--- config.mk ---
export PLATFORM = sky130hd
export DESIGN_NAME = led_sequencer
export DESIGN_NICKNAME = d
export VERILOG_FILES = /design/src/rtl/led_seq_pkg.sv /design/src/rtl/tick_gen.sv /design/src/rtl/led_sequencer.sv
export SDC_FILE = /design/constraint.sdc
export NUM_CORES = 1
export LEC_CHECK = 0
export BUFFER_PORTS_ARGS = -buffer_cell sky130_fd_sc_hd__buf_2
export CAP_MARGIN = 20
export CORE_ASPECT_RATIO = 0.9
export CORE_MARGIN = 1.5
export CORE_UTILIZATION = 45
export DETAILED_ROUTE_END_ITERATION = 8
export PLACE_DENSITY = 0.63
export SLEW_MARGIN = 30
export SYNTH_ARGS = -nofsm -noshare
export SYNTH_HDL_FRONTEND = slang
export SYNTH_SLANG_ARGS = --single-unit
--- constraint.sdc ---
create_clock -name clk -period 2.9 [get_ports clk]
set_clock_uncertainty 0.15 [all_clocks]
set_input_delay 0.58 -clock clk [delete_from_list [all_inputs] [get_ports clk]]
set_output_delay 0.58 -clock clk [all_outputs]
set_load 0.1 [all_outputs]
--- src/rtl/led_seq_pkg.sv ---
// rtl/led_seq_pkg.sv - shared mode encodings for the LED sequencer
package led_seq_pkg;

  localparam logic [1:0] MODE_BIN     = 2'd0;
  localparam logic [1:0] MODE_SCAN    = 2'd1;
  localparam logic [1:0] MODE_GRAY    = 2'd2;
  localparam logic [1:0] MODE_BREATHE = 2'd3;

endpackage

--- src/rtl/tick_gen.sv ---
// rtl/tick_gen.sv - free-running prescaler producing one step strobe every 2^LOG2DELAY enabled clocks
module tick_gen #(
  parameter int LOG2DELAY = 21
) (
  input  logic clk,
  input  logic resetn,
  input  logic en,
  input  logic clr,
  output logic step
);

  logic [LOG2DELAY-1:0] presc_q;
  logic [LOG2DELAY-1:0] presc_d;

  always_comb begin
    presc_d = presc_q;
    if (clr) begin
      presc_d = '0;
    end else if (en) begin
      presc_d = presc_q + LOG2DELAY'(1);
    end
  end

  always_ff @(posedge clk) begin
    if (!resetn) begin
      presc_q <= '0;
    end else begin
      presc_q <= presc_d;
    end
  end

  // A clear landing on the terminal count swallows that step.
  assign step = en && !clr && (presc_q == '1);

endmodule

--- src/rtl/led_sequencer.sv ---
// rtl/led_sequencer.sv - LED pattern sequencer: binary, scan, gray and breathe modes
module led_sequencer
  import led_seq_pkg::*;
#(
  parameter int N_LEDS    = 5,
  parameter int LOG2DELAY = 21,
  parameter int PWM_BITS  = 8
) (
  input  logic              clk,
  input  logic              resetn,
  input  logic              en,
  input  logic [1:0]        mode,
  input  logic              dir,
  output logic [N_LEDS-1:0] led,
  output logic              tick
);

  localparam logic [PWM_BITS-1:0] DUTY_MAX = '1;

  logic [1:0]          mode_q;
  logic [N_LEDS-1:0]   count_q, count_d;
  logic [N_LEDS-1:0]   pos_q, pos_d;
  logic                up_q, up_d;
  logic [PWM_BITS-1:0] duty_q, duty_d;
  logic                duty_up_q, duty_up_d;
  logic [PWM_BITS-1:0] pwm_q, pwm_d;
  logic [N_LEDS-1:0]   led_q, led_d;
  logic                tick_q, tick_d;
  logic                mode_chg;
  logic                step;

  assign mode_chg = (mode != mode_q);

  tick_gen #(
    .LOG2DELAY(LOG2DELAY)
  ) u_tick_gen (
    .clk   (clk),
    .resetn(resetn),
    .en    (en),
    .clr   (mode_chg),
    .step  (step)
  );

  always_comb begin
    count_d   = count_q;
    pos_d     = pos_q;
    up_d      = up_q;
    duty_d    = duty_q;
    duty_up_d = duty_up_q;
    pwm_d     = pwm_q;
    tick_d    = step;

    if (en) begin
      pwm_d = pwm_q + PWM_BITS'(1);
    end

    if (step) begin
      case (mode_q)
        MODE_BIN, MODE_GRAY: begin
          count_d = dir ? (count_q - N_LEDS'(1)) : (count_q + N_LEDS'(1));
        end
        MODE_SCAN: begin
          // Bounce between the end bits; a single LED simply stays lit.
          if (N_LEDS > 1) begin
            if (up_q) begin
              if (pos_q[N_LEDS-1]) begin
                pos_d = pos_q >> 1;
                up_d  = 1'b0;
              end else begin
                pos_d = pos_q << 1;
              end
            end else begin
              if (pos_q[0]) begin
                pos_d = pos_q << 1;
                up_d  = 1'b1;
              end else begin
                pos_d = pos_q >> 1;
              end
            end
          end
        end
        MODE_BREATHE: begin
          if (duty_up_q) begin
            if (duty_q == DUTY_MAX) begin
              duty_d    = duty_q - PWM_BITS'(1);
              duty_up_d = 1'b0;
            end else begin
              duty_d = duty_q + PWM_BITS'(1);
            end
          end else begin
            if (duty_q == '0) begin
              duty_d    = duty_q + PWM_BITS'(1);
              duty_up_d = 1'b1;
            end else begin
              duty_d = duty_q - PWM_BITS'(1);
            end
          end
        end
        default: begin
          count_d = count_q;
        end
      endcase
    end

    if (mode_chg) begin
      count_d   = '0;
      pos_d     = N_LEDS'(1);
      up_d      = 1'b1;
      duty_d    = '0;
      duty_up_d = 1'b1;
      pwm_d     = '0;
    end

    case (mode_q)
      MODE_BIN:     led_d = count_q;
      MODE_GRAY:    led_d = count_q ^ (count_q >> 1);
      MODE_SCAN:    led_d = pos_q;
      MODE_BREATHE: led_d = {N_LEDS{pwm_q < duty_q}};
      default:      led_d = '0;
    endcase
  end

  always_ff @(posedge clk) begin
    if (!resetn) begin
      mode_q    <= mode;
      count_q   <= '0;
      pos_q     <= N_LEDS'(1);
      up_q      <= 1'b1;
      duty_q    <= '0;
      duty_up_q <= 1'b1;
      pwm_q     <= '0;
      led_q     <= '0;
      tick_q    <= 1'b0;
    end else begin
      mode_q    <= mode;
      count_q   <= count_d;
      pos_q     <= pos_d;
      up_q      <= up_d;
      duty_q    <= duty_d;
      duty_up_q <= duty_up_d;
      pwm_q     <= pwm_d;
      led_q     <= led_d;
      tick_q    <= tick_d;
    end
  end

  assign led  = led_q;
  assign tick = tick_q;

endmodule

== Word level (Yosys, flattened, before mapping) ==
Index checks and enable logic that the tools add are counted.
Word-level totals
  output and inout bits: 6
  input bits: 6
  logic and storage cells: 49
  flip-flop bits (word level): 57
Operators by class
  magnitude comparators: 1
  bitwise logic cells: 2
  muxes and demuxes: 14
  add/sub/neg operators: 6
  reduce and logical (&&, ||, !) cells: 10
  equal/unequal tests: 6
Operator list (number)
  8-bit 2-to-1 mux: 3
  21-bit by 1-bit adder with 21-bit output, second input constant: 1
  21-bit == test, second input constant: 1
  5-bit 2-to-1 mux: 4
  5-bit one-hot mux with 4 select lines: 1
  8-bit by 1-bit adder with 8-bit output, second input constant: 2
  8-bit == test, second input constant: 1
  8-bit logical NOT: 1
  8-bit < comparator: 1
  8-bit by 1-bit subtractor with 8-bit output, second input constant: 1
  1-bit 2-to-1 mux: 6
  2-bit AND reduction: 3
  5-bit by 1-bit adder with 5-bit output, second input constant: 1
  5-bit by 1-bit subtractor with 5-bit output, second input constant: 1
  5-bit by 4-bit XOR with 5-bit output: 1
  2-bit == test, second input constant: 2
  2-bit OR reduction: 2
  2-bit by 1-bit == test with 1-bit output, second input constant: 1
  1-bit logical AND: 2
  2-bit logical NOT: 1
  2-bit != test: 1
  1-bit logical NOT: 1
  1-bit NOT: 1

== Logic depth before layout (Yosys ltp) ==
  word-level depth: 5
  mapped depth: 7
  gate-level depth less buffers: 7

== Hierarchy ==
From an unflattened synthesis, not the netlist that was laid out.
Unflattened totals
  cells, all modules: 365
  area total of the unflattened synthesis: 3031.7 sq um
By module, submodules not included
  led_sequencer: area each 2055.7 sq um, instances 1, seq. area each 720.7 sq um, cells each 249
  tick_gen: area each 975.9 sq um, instances 1, seq. area each 420.4 sq um, cells each 116

== Least setup slack after synthesis ==
No wires, ideal clock.
  kind: in2reg
  start point: in en
  end point: reg count_q[4]
  data arrival time: 2.416 ns
  cell stages on the path: 5
  slack: 0.264 ns
  data required time: 2.680 ns
  path buffers: 0
  setup time: 0.070 ns
  path through: nand4_2 -> or4_4 -> or4_4 -> or4_1 -> a21oi_1
Between the ends
  cells in the longest elaborated chain, start to end: 3
RTL lines
  start: declaration: RTL line led_sequencer.sv:11  | input logic en,
  1-bit logical AND (2 in a row): RTL line tick_gen.sv:33  | assign step = en && !clr && (presc_q == '1);
  2-bit AND reduction (no source line)
  end signal: assignment: RTL line led_sequencer.sv:136  | count_q <= count_d;
  end: declaration: RTL line led_sequencer.sv:21  | logic [N_LEDS-1:0] count_q, count_d;
Every way passes these cells.
A chain may end at the register's enable or synchronous reset.

== Worst setup path after layout ==
  start point: reg u_tick_gen.presc_q[0]
  end point: reg duty_q[4]
Between the ends
  cells in the longest elaborated chain, start to end: 3
RTL lines
  start: declaration: RTL line tick_gen.sv:12  | logic [LOG2DELAY-1:0] presc_q;
  start signal: assignment: RTL line tick_gen.sv:28  | presc_q <= presc_d;
  21-bit == test: RTL line tick_gen.sv:33
  1-bit logical AND: RTL line tick_gen.sv:33
  2-bit AND reduction (no source line)
  end signal: assignment: RTL line led_sequencer.sv:139  | duty_q <= duty_d;
  end: declaration: RTL line led_sequencer.sv:24  | logic [PWM_BITS-1:0] duty_q, duty_d;
Every way passes these cells.

==> impl_summary.md <==
Run status
The flow ran to the end, and the final reports show no timing, DRC or antenna violations.

Detailed routing
The initial DRC count is between 150 and 200. Once detail routing completed, the nets flagged for antenna violations numbered 0. The first detailed-routing pass ran for 4 iterations. In the routed design, unresolved DRC markers number 0. Summed over all layers, the routed wires come to 6180 um.

The detailed-route wire length per cell is 13.2 um. The mean number of vias per cell is ~5.3. For this block, the via count after detailed routing is about 2500.

Clocking
The count of clock tree sinks is 57. The number of gates resized after cts is 0. The cell sitting at the root of the clock tree is a sky130_fd_sc_hd__clkbuf_8. TritonCTS built the clock tree.

The buffer levels on the longest clock path is 2. The clock-pin slew on the worst setup and hold paths is 70 ps. The H-tree was split into 3 levels. The clock latency reported for the late side of the worst-skew pair is 340 ps.

The number of post-CTS setup repair buffers is 0. The number of buffers inserted by hold repair at cts is 0. The number of buffers added by the clock tree synthesis step is 9.

Global routing
The number of antenna violations at the first check in global routing is 0. The number of global-route vias before repair is approximately 2200. Entering global routing, the biggest net connects 29 pins. The first global-routing pass estimated 10400 um of wire. Global routing used 18.8% of the available tracks across all layers.

The total grt overflow is 0.

Timing
Hold is met by 229 ps. The normalized max-slew margin is 50.9%. The highest clock frequency the design can meet is between 0.3 and 0.4 GHz. After layout, the minimum clock period comes to 2730 ps. The ratio of final minimum period to clock period is 94.2%. At the pin with the least slew margin, the transition time is 735 ps. The max-slew violation count is 0. Setup violations remaining at the end of the flow were counted as 0. Setup repair after global routing left no endpoint under its margin. The summed negative setup slack over all endpoints is 0 ps. The final worst-path setup slack is 169 ps. The final hold violation count is 0.

Worst setup path
The worst setup path is launched from a flip-flop. Data arrives at the worst endpoint at approximately 2900 ps. The critical path is of the reg2reg type. The category of the worst setup path capture point is a flip-flop. The delay contributed by the slowest stage of the critical path is 660 ps. The slowest stage of the critical path is the sky130_fd_sc_hd__or4_1 cell. Of all nets on the critical path, the largest fanout is 9. The critical path goes through ha_1, nand2_1, or4_4, or4_1, or3_1, a21oi_1. For the worst setup path, the data required time is between 3000 and 4000 ps.

Floorplanning
Measured along the y axis, the die boundary spans 80.4 um. The core region is 6520 um2. 12 I/O pins were placed.

The cell row count is 28. The die extent in x is 89 um. The initial cell density of the core is 46.0%. The die covers between 7000 and 8000 um2.

Synthesis
Yosys printed 0 warnings. The number of flops mapped to enable cells by yosys is 0. The post-synthesis sequential area ratio is about two fifths. Synthesis produced 358 cells. Of all flip-flops after synthesis, the portion carrying an async set or reset was 0%.

Counting flops and latches in the post-synthesis netlist gives 57. The library cell with the largest summed area after synthesis is sky130_fd_sc_hd__dfxtp_1. In the synthesized netlist the dominant register cell turns out to be sky130_fd_sc_hd__dfxtp_1. Sorting the synthesized cells by area gives the leading types as sky130_fd_sc_hd__dfxtp_1 38%, sky130_fd_sc_hd__ha_1 6.3%, sky130_fd_sc_hd__nor2_1 5.5%. The share of synthesized area in the top cell type comes to 38.1%.

In the synthesized netlist, the cells that appear most often are 57 x sky130_fd_sc_hd__dfxtp_1, 44 x sky130_fd_sc_hd__nor2_1, 25 x sky130_fd_sc_hd__a21oi_1. When the netlist entered floorplanning its net count stood at 380. After synthesis the cells add up to ~3000 um2. The number of distinct library cell variants in the gate-level netlist after synthesis is 47. The post-synthesis average cell area is about 8.4 um2. The leading cell type by number of instances after synthesis is sky130_fd_sc_hd__dfxtp_1.

Place
The sum of net half-perimeters after detailed placement is 4370 um. OpenSTA, run right after detailed placement, puts the worst setup slack at 120 ps. The routability congestion estimate from global placement is 0.824. The number of port buffers is 11.

Run
The tool flagged a number of max-cap violations equal to 0.

Cells and area
Compared with the post-synthesis result, the final layout area differs by 11.8%. The total inserted antenna cells is 0. The share of final-layout standard cells stronger than drive strength 1 is 10.6%. The final-stage net count is 397.

Power and ir drop
The power density over cell area is 461 nW/um2. IR analysis of the VDD net gives a maximum drop of 325 uV. The leakage power is 1.19 nW.

Hold path
The min-delay analysis places its worst path in the category in2reg.
-- area by class of cell --
class,count,area (um2)
Clock inverter,2,12.5
Sequential cell,57,1140
Multi-Input combinational cell,272,1740
Fill cell,648,3170
Tap cell,90,113
Inverter,17,63.8
Clock buffer,13,169
Timing Repair Buffer,18,108
-- where the power goes --
part / internal [W] / total (W) / switching (W) / leakage (nW)
clock: 0.000374 / 0.000689 / 0.000315 / 0.0915
sequential: 0.000787 / 0.000793 / 0.00000633 / 0.460
combinational: 0.0000187 / 0.0000606 / 0.0000419 / 0.639
-- state kept, by name, summed over array words and instances (netlist names) --
register            cells
u_tick_gen.presc_q     21
duty_q                  8
pwm_q                   8
count_q                 5
led                     5
pos_q                   5
mode_q                  2
duty_up_q               1
tick                    1
up_q                    1
-- placed cells by master (no fill, tap or decap), types with 12 or more instances in the layout --
cell type                   n
sky130_fd_sc_hd__o21ai_0   24
sky130_fd_sc_hd__xor2_1    14
sky130_fd_sc_hd__nor2_1    44
sky130_fd_sc_hd__a21oi_1   25
sky130_fd_sc_hd__inv_1     17
sky130_fd_sc_hd__xnor2_1   18
sky130_fd_sc_hd__dfxtp_1   57
sky130_fd_sc_hd__nand3_1   15
sky130_fd_sc_hd__ha_1      15
sky130_fd_sc_hd__clkbuf_8  12
sky130_fd_sc_hd__nand2_1   24
-- worst paths after layout --
kind                          startpoint   endpoint  slack, ps  depth (start not counted)
hold reg to reg   u_tick_gen.presc_q[20]       tick        360                          2
hold / removal                   mode[0]  mode_q[0]        230                          1
setup / recovery   u_tick_gen.presc_q[0]  duty_q[4]        170                          6
setup reg to reg   u_tick_gen.presc_q[0]  duty_q[4]        170                          6
-- critical path: cells and delay by family (launching register included) --
| kind | cells | cell delay [ps] |
|---|---|---|
| adders and majority gates | 1 | 230 |
| AOI/OAI and AO/OA | 1 | 160 |
| DFF | 1 | 400 |
| and+or+nand+nor | 4 | 1730 |
-- logic make-up (layout without fill, tap and decap cells) --
family	after synthesis	after routing	synth area share [%]
DFF	57	57	38.1
muxes	8	8	2.76
AOI/OAI and AO/OA	74	74	14.7
xor gates and xnor gates	32	32	9.36
adders and majority gates	16	16	6.93
and+or+nand+nor	142	142	24.4
buffers and inverters	29	50	3.72
-- through the flow --
step / instances / total power, W / cell area (um2) / util (%)
4_1_cts: 469 / 0.00156 / 3350 / 51.4
5_1_grt: 469 / 0.00159 / 3350 / 51.4
3_3_place_gp: 454 / 0.000872 / 3170 / 48.6
3_5_place_dp: 454 / 0.000872 / 3170 / 48.6
6_report: 469 / 0.00154 / 3350 / 51.4
2_1_floorplan: 358 / 0.000854 / 3000 / -
-- layer usage --
metal / global-route usage [%] / part of all wire, % / vias up
met3: 6.47 / 4.8 / 10
met4: 6.62 / 1.8 / 0
met5: 0 / 0 / -
met2: 28.0 / 44 / 53
li1: - / - / 1300
met1: 25.1 / 50 / 1139
No activity file was read; power rests on OpenSTA's default activity.
